[src/rtl/regfile_pkg.sv]
// rtl/regfile_pkg.sv - shared defaults and helpers for the scoreboarded register file
package regfile_pkg;

    localparam int DEF_WIDTH = 32;
    localparam int DEF_NREG  = 32;

    // Helpers are sized for the widest legal instance; callers cast in and out.
    localparam int MAX_WIDTH = 512;
    localparam int MAX_BYTES = MAX_WIDTH / 8;
    localparam int MAX_ADDRW = 6;

    function automatic logic [MAX_WIDTH-1:0] byte_merge(
        input logic [MAX_WIDTH-1:0] old_val,
        input logic [MAX_WIDTH-1:0] new_val,
        input logic [MAX_BYTES-1:0] mask
    );
        logic [MAX_WIDTH-1:0] merged;
        merged = old_val;
        for (int b = 0; b < MAX_BYTES; b++) begin
            if (mask[b]) begin
                merged[8*b +: 8] = new_val[8*b +: 8];
            end
        end
        return merged;
    endfunction

    function automatic logic bypass_hit(
        input logic                 write_eff,
        input logic [MAX_ADDRW-1:0] read_addr,
        input logic [MAX_ADDRW-1:0] write_addr
    );
        return write_eff && (read_addr == write_addr);
    endfunction

endpackage

[src/rtl/regfile_cell.sv]
// rtl/regfile_cell.sv - one byte-enabled data register plus its busy flop
module regfile_cell #(
    parameter int WIDTH = 32
) (
    input  logic               clk,
    input  logic               rst_n,
    input  logic               we,
    input  logic [WIDTH/8-1:0] be,
    input  logic [WIDTH-1:0]   wdata,
    input  logic               set,
    output logic [WIDTH-1:0]   data,
    output logic               busy
);

    always_ff @(posedge clk or negedge rst_n) begin
        if (!rst_n) begin
            data <= '0;
            busy <= 1'b0;
        end else begin
            if (we) begin
                for (int b = 0; b < WIDTH/8; b++) begin
                    if (be[b]) begin
                        data[8*b +: 8] <= wdata[8*b +: 8];
                    end
                end
            end
            // A reserve landing on the register being written back wins.
            if (set) begin
                busy <= 1'b1;
            end else if (we) begin
                busy <= 1'b0;
            end
        end
    end

endmodule

[src/rtl/regfile_scoreboard.sv]
// rtl/regfile_scoreboard.sv - 2R/1W register file with busy scoreboard; REGFILE_BYPASS_EN adds write-to-read bypass
module regfile_scoreboard
    import regfile_pkg::*;
#(
    parameter int WIDTH    = DEF_WIDTH,
    parameter int NREG     = DEF_NREG,
    parameter int ADDRW    = $clog2(NREG),
    parameter bit ZERO_REG = 1'b1
) (
    input  logic                      Clk,
    input  logic                      ResetN,
    input  logic [ADDRW-1:0]          ReadRegister1,
    input  logic [ADDRW-1:0]          ReadRegister2,
    output logic [WIDTH-1:0]          ReadData1,
    output logic [WIDTH-1:0]          ReadData2,
    output logic                      ReadBusy1,
    output logic                      ReadBusy2,
    input  logic [ADDRW-1:0]          WriteRegister,
    input  logic [WIDTH-1:0]          WriteData,
    input  logic                      RegWrite,
    input  logic [WIDTH/8-1:0]        ByteEnable,
    input  logic [ADDRW-1:0]          ReserveRegister,
    input  logic                      Reserve,
    output logic                      ReserveStall,
    output logic [$clog2(NREG+1)-1:0] BusyCount
);

    localparam int CW = $clog2(NREG+1);

    logic [WIDTH-1:0] cell_data [NREG];
    logic [NREG-1:0]  cell_busy;

    logic wr_eff, rsv_hit, rsv_eff, same_reg, wr_busy, rsv_busy, inc, dec;

    // Addresses that map onto real, writable storage.
    function automatic logic addr_ok(input logic [ADDRW-1:0] a);
        return (32'(a) < NREG) && !(ZERO_REG && (a == '0));
    endfunction

    always_comb begin
        wr_eff       = RegWrite && addr_ok(WriteRegister);
        rsv_hit      = Reserve && addr_ok(ReserveRegister);
        same_reg     = (WriteRegister == ReserveRegister);
        wr_busy      = wr_eff && cell_busy[WriteRegister];
        rsv_busy     = rsv_hit && cell_busy[ReserveRegister];
        ReserveStall = rsv_busy && !(wr_eff && same_reg);
        rsv_eff      = rsv_hit && !ReserveStall;
        inc          = rsv_eff && !rsv_busy;
        dec          = wr_busy && !(rsv_eff && same_reg);
    end

    for (genvar i = 0; i < NREG; i++) begin : g_cell
        if (ZERO_REG && (i == 0)) begin : g_tie
            assign cell_data[i] = '0;
            assign cell_busy[i] = 1'b0;
        end else begin : g_reg
            regfile_cell #(.WIDTH(WIDTH)) u_cell (
                .clk   (Clk),
                .rst_n (ResetN),
                .we    (wr_eff && (WriteRegister == ADDRW'(i))),
                .be    (ByteEnable),
                .wdata (WriteData),
                .set   (rsv_eff && (ReserveRegister == ADDRW'(i))),
                .data  (cell_data[i]),
                .busy  (cell_busy[i])
            );
        end
    end

    always_comb begin
        ReadData1 = addr_ok(ReadRegister1) ? cell_data[ReadRegister1] : '0;
        ReadBusy1 = addr_ok(ReadRegister1) && cell_busy[ReadRegister1];
        ReadData2 = addr_ok(ReadRegister2) ? cell_data[ReadRegister2] : '0;
        ReadBusy2 = addr_ok(ReadRegister2) && cell_busy[ReadRegister2];
`ifdef REGFILE_BYPASS_EN
        if (bypass_hit(wr_eff, MAX_ADDRW'(ReadRegister1), MAX_ADDRW'(WriteRegister))) begin
            ReadData1 = WIDTH'(byte_merge(MAX_WIDTH'(ReadData1), MAX_WIDTH'(WriteData),
                                          MAX_BYTES'(ByteEnable)));
            ReadBusy1 = rsv_eff && (ReserveRegister == ReadRegister1);
        end
        if (bypass_hit(wr_eff, MAX_ADDRW'(ReadRegister2), MAX_ADDRW'(WriteRegister))) begin
            ReadData2 = WIDTH'(byte_merge(MAX_WIDTH'(ReadData2), MAX_WIDTH'(WriteData),
                                          MAX_BYTES'(ByteEnable)));
            ReadBusy2 = rsv_eff && (ReserveRegister == ReadRegister2);
        end
`endif
    end

    always_ff @(posedge Clk or negedge ResetN) begin
        if (!ResetN) begin
            BusyCount <= '0;
        end else begin
            BusyCount <= BusyCount + CW'(inc) - CW'(dec);
        end
    end

endmodule
[config.mk]
export PLATFORM = sky130hd
export DESIGN_NAME = regfile_scoreboard
export DESIGN_NICKNAME = d
export VERILOG_FILES = /design/src/rtl/regfile_pkg.sv /design/src/rtl/regfile_cell.sv /design/src/rtl/regfile_scoreboard.sv
export SDC_FILE = /design/constraint.sdc
export NUM_CORES = 2
export LEC_CHECK = 0
export BUFFER_PORTS_ARGS = -buffer_cell sky130_fd_sc_hd__buf_4
export CAP_MARGIN = 20
export CELL_PAD_IN_SITES_DETAIL_PLACEMENT = 2
export CELL_PAD_IN_SITES_GLOBAL_PLACEMENT = 2
export CORE_ASPECT_RATIO = 1.5
export CORE_MARGIN = 2
export CORE_UTILIZATION = 30
export DETAILED_ROUTE_END_ITERATION = 16
export GPL_TIMING_DRIVEN = 1
export PLACE_DENSITY_LB_ADDON = 0.1
export RECOVER_POWER = 50
export SKIP_CTS_REPAIR_TIMING = 1
export SYNTH_ARGS = -nofsm -noshare
export SYNTH_HDL_FRONTEND = slang
export SYNTH_HIERARCHICAL = 1
export SYNTH_SLANG_ARGS = --single-unit
[constraint.sdc]
create_clock -name Clk -period 3.5 [get_ports Clk]
set_input_delay 0.35 -clock Clk [delete_from_list [all_inputs] [get_ports Clk]]
set_output_delay 0.35 -clock Clk [all_outputs]
set_load 0.03 [all_outputs]
==> flow_metrics.env <==
export IMPL_tightest_slew_ns=1.67
export IMPL_crit_path_top_delay_cell="mux4_2"
export IMPL_most_frequent_cells_in_the_layout="mux2_2 (1,123), dfrtp_1 (1,029), mux4_2 (588)"
export IMPL_core_region_area_mm2=0.186
export IMPL_post_synth_fa_ha_maj_area_fraction_pct=0.169
export IMPL_finalHoldWorstSlack_ns=0.0953
export IMPL_cp_buffers_inverters=3
export IMPL_final_min_period_over_clock_period_pct=94.7
export IMPL_clock_tree_from_tritoncts="done"
export IMPL_final_cell_area_mm2=0.0649
export IMPL_synth_area_mux_share_pct=46.4
export IMPL_power_switching_mw=9.71
export IMPL_max_slew_margin_rel_pct=-11.3
export IMPL_violations="capacitance limit, slew limit"
export IMPL_critical_path_cell_chain="mux4_2 > a32o_1 > nor3_1 > buf_4 > a211oi_4 > buf_4 > and2_1 > buf_4"
export IMPL_power_report_internal_total_mw=24.9
export IMPL_pre_repair_dr_iteration_count=5
export IMPL_main_combinational_cell_family_by_area_after_synthesis="multiplexers"
export IMPL_power_clock_fraction_pct=36.7
export IMPL_io_buffer_count=132
export IMPL_clock_latency_ns=0.75
export IMPL_slew_violations=98
export IMPL_cp_data_arrival_time_ns=2.97
export IMPL_grt_antenna_before_repair=2
export IMPL_finalHoldViolCount=0
export IMPL_nFillCells=18500
export IMPL_dpl_hpwl_mm=142
export IMPL_async_reset_ff_share_pct=100
export IMPL_timing_final_crit_period_ns=3.32
export IMPL_synth_edf_count=0
export IMPL_critical_setup_path_kind="flip-flop to output pin"
export IMPL_setup_violations=0
export IMPL_slowest_delay_ns=0.48
export IMPL_worst_path_dominant_cell_family="buffers and inverters"
export IMPL_postSynthCellCount=3492
export IMPL_fp_dieW_um=357
export IMPL_post_synth_instance_area_mm2=0.0561
export IMPL_detail_route_antenna_nets=0
export IMPL_synth_area_per_cell_um2=16.1
export IMPL_critical_path_endpoint_type="output pin"
export IMPL_sum_of_met3_wire_segment_lengths_after_detailed_routing_mm=6.60
export IMPL_layout_commonest_cell="mux2_2"
export IMPL_maxCapViolations=2
export IMPL_power_sequential_fraction_pct=43.0
export IMPL_worst_clock_skew_ns=0.0495
export IMPL_met1Wirelength_mm=84.2
export IMPL_power_density_mw_per_mm2=533
export IMPL_vias_in_the_first_global_route=41000
export IMPL_p_comb_share_pct=20.3
export IMPL_yosys_register_bits=1029
export IMPL_maxUsedRoutingLayer="met4"
export IMPL_worstSetupStartpointType="flip-flop"
export IMPL_synth_compound_area_share_pct=2.23
export IMPL_seq_area_frac_synth_pct=45.9
export IMPL_setup_repair_after_global_routing_missed_its_margin="false"
export IMPL_clock_sinks=1029
export IMPL_num_nets_final=3777
export IMPL_syn2layout_area_growth_pct=15.7
export IMPL_fp_dieArea_mm2=0.191
export IMPL_post_synth_num_cell_types=48
export IMPL_cts_clk_slew_worst_paths_ns=0.06
export IMPL_gp_congestion=0.829
export IMPL_fp_row_count=194
export IMPL_drt_wl_total_mm=208
export IMPL_total_power_mw=34.6
export IMPL_cts_inserted_buffers=115
export IMPL_pin_count=133
export IMPL_h_tree_depth=3
export IMPL_fmaxAchievable_mhz=302
export IMPL_grt_ovfl_total=0
export IMPL_die_h_um=534
export IMPL_drt_wirelength_per_cell_um=33.3
export IMPL_vias=34600
export IMPL_clockRootBuffer="clkbuf_16"
export IMPL_finalSetupTns_ns=0
export IMPL_vias_per_cell=5.54
export IMPL_detailed_router_s_first_iteration_violation_count=1776
export IMPL_place_inst=6042
export IMPL_yosysWarnings=6
export IMPL_final_cells=6256
export IMPL_initial_core_util_pct=30.2
export IMPL_grt_max_degree=143
export IMPL_met2RoutedLength_mm=109
export IMPL_ir_drop_mv=0.407
export IMPL_global_route_usage_total_pct=22.2
export IMPL_ys_flop_type="dfrtp_1"
export IMPL_synth_fp_nets=3559
export IMPL_critical_path_top_cell_by_count="buf_4"
export IMPL_drive_gt1_share_pct=60.7
export IMPL_grt_pass1_wl_mm=307
export IMPL_swShare_pct=28.1
export IMPL_yosys_area_share_xor_xnor_pct=0.156
export IMPL_critical_path_max_fanout=17
export IMPL_clk_path_buf_depth=3
export IMPL_synth_simple_area_share_pct=2.70
export IMPL_run_status="finished, violations left"
export IMPL_required_time_of_the_worst_setup_path_ns=3.15
export IMPL_placement_cell_area_mm2=0.0613
export IMPL_static_leakage_power_nw=28.6
export IMPL_hp_class="primary input to flip-flop"
export IMPL_route_detailed_drc=0
## through the flow
step                setup slack, ns  util [%]
global placement            0.00588      32.9
detailed placement            0.124      32.9
finish                        0.184      34.9
floorplan                     0.421         -
CTS                          0.0977      35.0
global route                 0.0220      34.9
## state kept, by name, summed over array words and instances (netlist names)
| name | flops |
|---|---|
| g_cell.g_reg.u_cell/data | 992 |
| g_cell.g_reg.u_cell/busy | 31 |
| BusyCount | 6 |
## synth_stat cells, types with 9 or more instances
| cell | n | area share, % |
|---|---|---|
| dfrtp_1 | 1029 | 46 |
| mux2_2 | 1124 | 23 |
| buf_2 | 67 | 0.60 |
| a22oi_1 | 10 | 0.13 |
| o21ai_0 | 14 | 0.12 |
| a221oi_1 | 11 | 0.17 |
| buf_1 | 19 | 0.13 |
| nor3_1 | 11 | 0.098 |
| mux4_2 | 588 | 24 |
| nand3_1 | 14 | 0.12 |
| a21o_1 | 34 | 0.45 |
| nor2b_1 | 13 | 0.14 |
| nor4_1 | 9 | 0.10 |
| nand2_2 | 124 | 1.4 |
| inv_1 | 53 | 0.35 |
| mux2i_1 | 16 | 0.29 |
| a21oi_1 | 21 | 0.19 |
| nor2_1 | 52 | 0.35 |
| a22o_1 | 55 | 0.86 |
| clkbuf_1 | 85 | 0.57 |
| buf_4 | 48 | 0.64 |
| nand2_1 | 26 | 0.17 |
## kinds of logic (layout without fill, tap and decap cells)
family | after synthesis | after routing
flip-flops | 1029 | 1029
AO/OA/AOI/OAI | 164 | 164
AND/OR/NAND/NOR | 276 | 276
multiplexers | 1728 | 1728
buffers and inverters | 278 | 590
XOR/XNOR | 10 | 10
adder cells (fa/ha/maj) | 7 | 7
other | 0 | 2
## layer usage
metal | vias to the layer above | global-route usage [%]
li1 | 14200 | -
met2 | 675 | 39.3
met3 | 324 | 2.95
met4 | 0 | 8.31
met1 | 19500 | 27.4
met5 | - | 0
## final timing paths
check                                                 from                          endpoint  slack (ns)  cells after the start
max reg2reg                    g_cell[5].g_reg.u_cell/busy                      BusyCount[4]        0.24                     14
min                                                Reserve      g_cell[13].g_reg.u_cell/busy         0.1                      4
min reg2reg                g_cell[18].g_reg.u_cell/data[8]   g_cell[18].g_reg.u_cell/data[8]        0.52                      1
min in group asynchronous                           ResetN  g_cell[20].g_reg.u_cell/data[28]        0.58                      2
max in group asynchronous                           ResetN   g_cell[2].g_reg.u_cell/data[17]        0.49                      4
max                           g_cell[31].g_reg.u_cell/busy                      ReserveStall        0.18                      8
## tightest hold or removal path, cell delays in order
cell     delay (ns)
buf_4          0.15
nand4_1        0.09
nor2_1         0.05
a21o_1         0.15
## power by group through the flow
stage	clock network, mW	logic [mW]	registers (mW)
2_1_floorplan	0	4.80	14.6
3_3_place_gp	0	6.94	14.8
3_5_place_dp	0	7.16	15.1
4_1_cts	13.2	7.19	14.9
5_1_grt	13.6	7.57	15.2
6_report	12.7	7.03	14.9
## area by class of cell
class	instances	area, µm²	area share (%)
Multi-Input combinational cell	2185	29000	44.6
Tap cell	2450	3070	4.72
Clock inverter	33	417	0.642
Sequential cell	1029	25700	39.7
Antenna cell	2	5.00	0.00771
Timing Repair Buffer	326	3050	4.70
Inverter	53	199	0.306
Clock buffer	178	3480	5.36
Power figures use the tool's default switching activity.
